**config.mk**
```make
export PLATFORM = sky130hd
export DESIGN_NAME = output_drain_ctrl
export DESIGN_NICKNAME = d
export VERILOG_FILES = /design/src/rtl/npu_pkg.sv /design/src/rtl/drain_skid_fifo.sv /design/src/rtl/output_drain_ctrl.sv
export SDC_FILE = /design/constraint.sdc
export NUM_CORES = 1
export LEC_CHECK = 0
export ABC_AREA = 1
export ABC_CLOCK_PERIOD_IN_PS = 7400
export CAP_MARGIN = 10
export CORE_MARGIN = 4
export CORE_UTILIZATION = 50
export DETAILED_ROUTE_END_ITERATION = 10
export PLACE_DENSITY = 0.84
export SLEW_MARGIN = 10
export SYNTH_ARGS = -nofsm -noshare
export SYNTH_HDL_FRONTEND = slang
export SYNTH_SLANG_ARGS = --single-unit
```
**constraint.sdc**
```tcl
create_clock -name clk -period 7.4 [get_ports clk]
set_input_delay 0.74 -clock clk [delete_from_list [all_inputs] [get_ports clk]]
set_output_delay 0.74 -clock clk [all_outputs]
set_load 0.005 [all_outputs]
```
**src/rtl/npu_pkg.sv**
```systemverilog
// Shared NPU types and constants used by the output-buffer drain path.
package npu_pkg;

  typedef enum logic [2:0] {
    IDLE     = 3'd0,
    WAIT_RDY = 3'd1,
    DRAIN    = 3'd2,
    FLUSH    = 3'd3,
    FINISH   = 3'd4
  } drain_state_e;

  localparam int OUT_BUF_RD_LATENCY = 1;
  // Enough bits to count every read that can be in flight inside the buffer.
  localparam int OUTSTANDING_W = $clog2(OUT_BUF_RD_LATENCY + 1);

endpackage

```
**src/rtl/drain_skid_fifo.sv**
```systemverilog
// Small synchronous skid FIFO with registered occupancy, count output and flush.
module drain_skid_fifo #(
  parameter int DATA_WIDTH = 128,
  parameter int DEPTH      = 4
) (
  input  logic                      clk,
  input  logic                      rst_n,
  input  logic                      flush,
  input  logic                      push,
  input  logic [DATA_WIDTH-1:0]     push_data,
  input  logic                      pop,
  output logic                      out_valid,
  output logic [DATA_WIDTH-1:0]     out_data,
  output logic [$clog2(DEPTH):0]    count
);

  localparam int AW = $clog2(DEPTH);
  localparam int CW = AW + 1;

  logic [DATA_WIDTH-1:0] mem [DEPTH];
  logic [AW-1:0]         wr_ptr;
  logic [AW-1:0]         rd_ptr;
  logic [CW-1:0]         count_q;
  logic                  do_pop;

  assign do_pop    = pop && (count_q != '0);
  assign out_valid = (count_q != '0);
  assign out_data  = out_valid ? mem[rd_ptr] : '0;
  assign count     = count_q;

  always_ff @(posedge clk) begin
    if (push && !flush) begin
      mem[wr_ptr] <= push_data;
    end
  end

  // Pointers wrap naturally because DEPTH is a power of two.
  always_ff @(posedge clk or negedge rst_n) begin
    if (!rst_n) begin
      wr_ptr  <= '0;
      rd_ptr  <= '0;
      count_q <= '0;
    end else if (flush) begin
      wr_ptr  <= '0;
      rd_ptr  <= '0;
      count_q <= '0;
    end else begin
      if (push)   wr_ptr <= wr_ptr + AW'(1);
      if (do_pop) rd_ptr <= rd_ptr + AW'(1);
      count_q <= count_q + CW'(push) - CW'(do_pop);
    end
  end

  a_no_overflow : assert property (@(posedge clk) disable iff (!rst_n)
    !(push && !flush && !do_pop && (count_q == CW'(DEPTH))));

endmodule

```
**src/rtl/output_drain_ctrl.sv**
```systemverilog
// Drains one completed output buffer onto a valid/ready stream toward the DMA.
// Optional OUTPUT_DRAIN_CHECKSUM_EN adds a 32-bit lane-sum checksum output.
module output_drain_ctrl
  import npu_pkg::*;
#(
  parameter int DATA_WIDTH = 128,
  parameter int ADDR_WIDTH = 12,
  parameter int FIFO_DEPTH = 4
) (
  input  logic                    clk,
  input  logic                    rst_n,
  input  logic                    start,
  input  logic                    abort,
  input  logic [ADDR_WIDTH:0]     num_words,
  input  logic                    buffer_ready,
  output logic                    buf_rd_en,
  output logic [ADDR_WIDTH-1:0]   buf_rd_addr,
  input  logic [DATA_WIDTH-1:0]   buf_rd_data,
  input  logic                    buf_rd_valid,
  output logic                    m_valid,
  input  logic                    m_ready,
  output logic [DATA_WIDTH-1:0]   m_data,
  output logic                    m_last,
  output logic                    busy,
  output logic                    done
`ifdef OUTPUT_DRAIN_CHECKSUM_EN
  ,
  output logic [31:0]             checksum
`endif
);

  localparam int CW  = ADDR_WIDTH + 1;
  localparam int FCW = $clog2(FIFO_DEPTH) + 1;
  localparam int SW  = FCW + 1;

  drain_state_e             state_q;
  logic [CW-1:0]            words_q;
  logic [CW-1:0]            issued_q;
  logic [CW-1:0]            sent_q;
  logic [OUTSTANDING_W-1:0] outstanding_q;
  logic                     done_q;
  logic [FCW-1:0]           fifo_count;
  logic                     credit_ok;
  logic                     push;
  logic                     pop;
  logic                     last_issue;
  logic                     last_beat;

  // Stream handshake: a beat transfers in any cycle with m_valid && m_ready;
  // m_valid never drops and m_data/m_last never change until that happens.
  assign pop  = m_valid && m_ready;
  // Returns with no read in flight (e.g. the one right after an abort) are dropped.
  assign push = buf_rd_valid && (outstanding_q != '0);

  assign credit_ok  = ({1'b0, fifo_count} + SW'(outstanding_q)) < SW'(FIFO_DEPTH);
  assign buf_rd_en  = (state_q == DRAIN) && (issued_q < words_q) && credit_ok;
  assign buf_rd_addr = issued_q[ADDR_WIDTH-1:0];
  assign last_issue = (issued_q == words_q - CW'(1));
  assign last_beat  = (sent_q == words_q - CW'(1));
  assign m_last     = m_valid && last_beat;
  assign busy       = (state_q != IDLE);
  assign done       = done_q;

  drain_skid_fifo #(
    .DATA_WIDTH (DATA_WIDTH),
    .DEPTH      (FIFO_DEPTH)
  ) u_fifo (
    .clk       (clk),
    .rst_n     (rst_n),
    .flush     (abort),
    .push      (push),
    .push_data (buf_rd_data),
    .pop       (pop),
    .out_valid (m_valid),
    .out_data  (m_data),
    .count     (fifo_count)
  );

  always_ff @(posedge clk or negedge rst_n) begin
    if (!rst_n) begin
      state_q       <= IDLE;
      words_q       <= '0;
      issued_q      <= '0;
      sent_q        <= '0;
      outstanding_q <= '0;
      done_q        <= 1'b0;
    end else if (abort) begin
      state_q       <= IDLE;
      words_q       <= '0;
      issued_q      <= '0;
      sent_q        <= '0;
      outstanding_q <= '0;
      done_q        <= 1'b0;
    end else begin
      done_q        <= 1'b0;
      outstanding_q <= outstanding_q + OUTSTANDING_W'(buf_rd_en) - OUTSTANDING_W'(push);
      if (pop) sent_q <= sent_q + CW'(1);
      case (state_q)
        IDLE: begin
          if (start) begin
            words_q  <= num_words;
            issued_q <= '0;
            sent_q   <= '0;
            state_q  <= WAIT_RDY;
          end
        end
        WAIT_RDY: begin
          if (buffer_ready) begin
            if (words_q == '0) begin
              state_q <= FINISH;
              done_q  <= 1'b1;
            end else begin
              state_q <= DRAIN;
            end
          end
        end
        DRAIN: begin
          if (buf_rd_en) begin
            issued_q <= issued_q + CW'(1);
            if (last_issue) state_q <= FLUSH;
          end
        end
        FLUSH: begin
          // Leave on the final handshake itself so done lands the next cycle.
          if (pop && last_beat) begin
            state_q <= FINISH;
            done_q  <= 1'b1;
          end
        end
        FINISH:  state_q <= IDLE;
        default: state_q <= IDLE;
      endcase
    end
  end

`ifdef OUTPUT_DRAIN_CHECKSUM_EN
  logic [31:0] lane_sum;

  always_comb begin
    lane_sum = '0;
    for (int i = 0; i < DATA_WIDTH / 32; i++) begin
      lane_sum = lane_sum + m_data[i*32 +: 32];
    end
  end

  always_ff @(posedge clk or negedge rst_n) begin
    if (!rst_n) begin
      checksum <= '0;
    end else if (start && !abort && (state_q == IDLE)) begin
      checksum <= '0;
    end else if (pop) begin
      checksum <= checksum + lane_sum;
    end
  end
`endif

endmodule

```
Yosys cells after proc, flatten, opt, wreduce, memory -nomap -nowiden:

Memories as Yosys holds them, arrays and structs flattened.
Cells that the tools add are included.

* register bits: 51
* memory bits (writable): 512
* input port bits: 148
* word-level logic and storage cells: 86
* memories: 1

* add/subtract/negate cells: 10
* magnitude comparators: 2
* eq/ne operators: 10
* multiplexer cells: 33
* reduce and logical (&&, ||, !) cells: 21

Memory list
* u_fifo.mem: depth 4, width 128, rd ports 1, clocked after Yosys merged registers in 0, write ports 1, line drain_skid_fifo.sv:20 `logic [DATA_WIDTH-1:0] mem [DEPTH];`

Operators by type and width (count)
* two-way mux 13 bit: 10
* two-way mux 128 bit: 1
* adder 13 x 1 -> 13 bit, second input constant: 2
* equality test 13 bit: 2
* one-hot mux 13 bit (2 select lines): 1
* two-way mux 3 bit: 8
* inequality test 3 bit, second input constant: 5
* logical NOT 13 bit: 1
* less-than comparator 13 bit: 1
* subtractor 13 x 1 -> 13 bit, second input constant: 1
* one-hot mux 3 bit (4 select lines): 1
* nonzero test 3 bit: 3
* logical AND 1 bit: 8
* two-way mux 2 bit: 4
* nonzero test 2 bit: 4
* two-way mux 1 bit: 7
* equality test 3 x 2 -> 1 bit, second input constant: 2
* AND reduction 5 bit: 1
* adder 2 x 1 -> 2 bit, second input constant: 2
* adder 3 x 1 -> 4 bit: 1
* less-than comparator 4 x 3 -> 1 bit, second input constant: 1
* adder 3 x 1 -> 3 bit: 1
* equality test 3 x 1 -> 1 bit, second input constant: 1
* logical NOT 3 bit: 1
* 7 further kinds: 7

Logic depth before layout (Yosys ltp):

* depth in word-level cells: 6
* gate-level depth with buffers: 18

By module:

Synthesis repeated with hierarchy kept, for this count alone.

* cell total of the unflattened synthesis: 2592
* area total of the unflattened synthesis: 25712.2 um2

By module, submodules not included
* drain_skid_fifo: instances 1, cells each 2080, area each 22262.6 um2, sequential area each 15549.9 um2
* output_drain_ctrl: instances 1, cells each 512, area each 3449.6 um2, sequential area each 1101.1 um2

Worst setup path before layout:

OpenSTA, ideal clock, no wires.

* path type: in2reg
* start point: input port abort
* end point: memory u_fifo.mem[0][0] (enable)
* arrival time: 6517 ps
* data required time: 6784 ps
* path slack: 266 ps
* stages on the path: 4
* buffers on the path: 1
* cell sequence: buf_1 nor2_1 inv_1 nor2_1

* cells in the longest elaborated chain, start to end: 4

RTL lines
* start: declaration: line output_drain_ctrl.sv:13 `input logic abort,`
* logical NOT 1 bit: line drain_skid_fifo.sv:32 `if (push && !flush) begin`
* logical AND 1 bit: line drain_skid_fifo.sv:32
* two-way mux 1 bit: line drain_skid_fifo.sv:32
* two-way mux 1 bit (implied by the code): line drain_skid_fifo.sv:33 `mem[wr_ptr] <= push_data;`
* end: declaration: line drain_skid_fifo.sv:20

Every way passes these cells.

Worst setup path after layout:

* start point: register u_fifo.rd_ptr[0]
* end point: output port m_data[90]

* cells in the longest elaborated chain, start to end: 2

RTL lines
* start: declaration: line drain_skid_fifo.sv:22 `logic [AW-1:0] rd_ptr;`
* start signal: assignment: line drain_skid_fifo.sv:49 `if (do_pop) rd_ptr <= rd_ptr + AW'(1);`
* memory read (4 x 128 bit)
* two-way mux 128 bit: line drain_skid_fifo.sv:28 `assign out_data = out_valid ? mem[rd_ptr] : '0;`
* end: declaration: line output_drain_ctrl.sv:22 `output logic [DATA_WIDTH-1:0] m_data,`

Every way passes these cells.

==> impl_metrics.py <==
metrics = {
    "clocking": {
        "cts_max_path_buffers": 3,
        "clk_pin_slew_worst_paths_ns": 0.06,
        "cts_resized": 0,
        "clk-insertion-delay-late_ns": 0.63,
        "cts_tree": "yes",
        "cts_buffers": 56,
        "cts_sinks": 563,
        "cts_setup_buffers": 0,
        "clock-root-buffer": "clkbuf_16",
        "cts_hold_buf": 0,
        "h-tree-depth": 2,
    },
    "global_route": {
        "antenna_found_initial": 12,
        "track_usage_pct": 22.5,
        "grt_max_degree": 145,
        "grt_pass1_wl_mm": 89.8,
        "overflow": 0,
        "first_global_vias": 16700,
    },
    "layout": {
        "final_cell_mix": "575 x nor2_1, 512 x edfxtp_1, 294 x o21ai_0, 291 x clkdlybuf4s50_1, 151 x a21oi_1",
        "nets": 2484,
        "fillers": 3408,
        "final_common_cell": "nor2_1",
        "drive_gt1_share_pct": 5.31,
        "area_growth_pct": 21.8,
    },
    "setup_path": {
        "r2r_setup_slack_ns": 4.58,
        "r2r_end": "u_fifo.mem[3][107]",
        "path_max_fanout": 97,
        "critPathArrivalTime_ns": 4.76,
        "cp.required_ns": 6.66,
        "cp-end-kind": "output pin",
        "timing.rr.start": "outstanding_q",
        "start_kind": "flip-flop",
        "r2r_cells": 5,
        "crit_type": "reg2out",
    },
    "sta": {
        "rsz0062_at_grt": "no",
        "skew_ns": 0.0348,
        "fin_hold_ws_ns": 0.265,
        "setup_viol": 0,
        "hold_viol": 0,
        "layout_min_cycle_time_ns": 5.50,
        "finalCritPeriodShare_pct": 74.3,
        "worstMarginPinSlew_ns": 1.19,
        "drv_slew": 0,
        "slew_headroom_pct": 20.6,
        "tns_ns": 0,
        "fmax_ghz": 0.182,
    },
    "logic_synthesis": {
        "synthTopCellsByArea": "edfxtp_1 66%, nor2_1 9.3%, o21ai_0 6.3%, dfrtp_1 5.4%, a21oi_1 3.2%",
        "synth-warning-count": 0,
        "yosysTopAreaCell": "edfxtp_1",
        "yosysSeqAreaShare_pct": 71.0,
        "syn-instance-count": 2065,
        "synthDominantCellAreaShare_pct": 65.5,
        "synth_seq_cells": 563,
        "synth_area_um2": 23500,
        "postSynthAreaPerCell_um2": 11.4,
        "synth.distinct_cells": 38,
        "syn_nets": 2238,
    },
    "die": {
        "dieWidth_um": 225,
        "initial_core_util_pct": 50.5,
        "placeableCoreArea_um2": 46500,
        "ios": 293,
        "die_area_um2": 50500,
        "fp-row-count": 79,
        "die_h_um": 225,
    },
    "power_and_ir_drop": {
        "clkPwrFrac_pct": 28.2,
        "pwr_density_cell_nw_per_um2": 329,
        "p_switching_uw": 3060,
        "leakage_uw": 0.00991,
        "p_int_uw": 6350,
        "irDropWorstVdd_v": 0.000310,
        "p_sw_share_pct": 32.5,
        "p_seq_share_pct": 38.8,
        "combinationalPowerShare_pct": 32.9,
    },
    "placement": {
        "dp_hpwl_mm": 34.5,
        "numPortBuffers": 292,
        "gp_congestion": 0.860,
    },
    "drt": {
        "vias": 16600,
        "highest_layer": "met5",
        "drt-met1-wl_mm": 22.4,
        "dr.pass1.iters": 5,
        "via_per_inst": 5.60,
        "drtAntennaViolNets": 0,
        "drc": 0,
        "wl_mm": 58.7,
        "wire_per_inst_um": 19.8,
        "wl_met3_mm": 4.76,
        "dr_wl_met2_mm": 29.7,
        "drt_iter0_markers": 1746,
    },
    "run_status": {
        "status": "finished clean",
    },
    "worst_hold_path": {
        "hp-class": "in2async",
    },
    "job": {
        "cap_violations": 0,
    },
}
state kept, by name (all words and copies together) (netlist names):
register / flops
u_fifo.rd_ptr: 2
issued_q: 13
outstanding_q: 1
done: 1
sent_q: 13
u_fifo.wr_ptr: 2
state_q: 3
u_fifo.count: 3
u_fifo.mem: 512
words_q: 13
worst max-delay path, cell delays in order (launching register included):
cell and delay, ns:
dfrtp_4 0.99, buf_4 0.85, buf_4 0.95, nor2_1 0.11, nor2_1 0.13, o21ai_0 0.13
a21oi_1 0.32, clkdlybuf4s50_1 0.58
cell usage after synthesis (all sizes together):
master	count
nor4	2
clkbuf	90
nand2	134
ha	24
nand3	73
a211oi	1
xor2	10
nor2	589
o21ai	295
nand4	7
dfrtp	51
o21a	1
or2	1
a21oi	152
o221ai	1
edfxtp	512
o32ai	1
nor3	11
buf	27
a31oi	1
o21bai	1
fa	1
clkinv	2
inv	77
o211ai	1
layer usage:
metal / GRT usage (%) / up-vias
met5: 0 / -
met4: 8.16 / 14
met3: 4.95 / 122
met2: 38.9 / 731
met1: 28.0 / 8063
li1: - / 7675
per-stage QoR:
stage	cells	power, uW	worst slack [ns]	utilization, %	cell area, um2
after detailed placement	2860	6790	2.58	57.8	26800
after CTS	2960	9450	1.92	61.5	28600
final	2966	9410	1.90	61.5	28600
after global routing	2964	9880	1.59	61.5	28600
after global placement	2860	6730	2.71	57.8	26800
after floorplan	2065	5190	0.266	-	23500
kinds of logic after synthesis:
logic type | count (synthesis) | share of synthesized area (%)
AO/OA/AOI/OAI | 454 | 9.78
XOR/XNOR | 10 | 0.373
adder cells (fa/ha/maj) | 25 | 1.37
buffers and inverters | 196 | 3.35
flip-flops | 563 | 71.0
AND/OR/NAND/NOR | 817 | 14.2
area by class of cell:
class                      instances  area, um2  area share [%]
clock buffer                      73       1480            5.16
timing repair buffer             305       3050            10.7
sequential                       563      16700            58.3
tap                              607        759            2.66
inverter                          79        307            1.07
multi-input combinational       1306       6050            21.2
clock inverter                    27        246           0.863
antenna                            6       15.0          0.0526
power groups by stage:
stage / combinational, uW / sequential, uW / clock (uW)
final: 3100 / 3650 / 2660
after CTS: 3110 / 3650 / 2690
after detailed placement: 3070 / 3720 / 0
after global routing: 3380 / 3660 / 2840
after floorplan: 1550 / 3640 / 0
after global placement: 3020 / 3710 / 0
worst max-delay path by stage:
stage                      from               end  slack, ns  depth (start not counted)
5_1_grt        u_fifo.rd_ptr[0]        m_data[92]       1.59                          7
3_5_place_dp   u_fifo.rd_ptr[0]        m_data[90]       2.58                          7
6_report       u_fifo.rd_ptr[0]        m_data[90]       1.90                          7
3_3_place_gp   u_fifo.rd_ptr[0]        m_data[51]       2.71                          7
2_1_floorplan             abort  u_fifo.mem[0][0]       0.27                          4
4_1_cts        u_fifo.rd_ptr[0]        m_data[90]       1.92                          7
(Power assumes the default switching activity.)
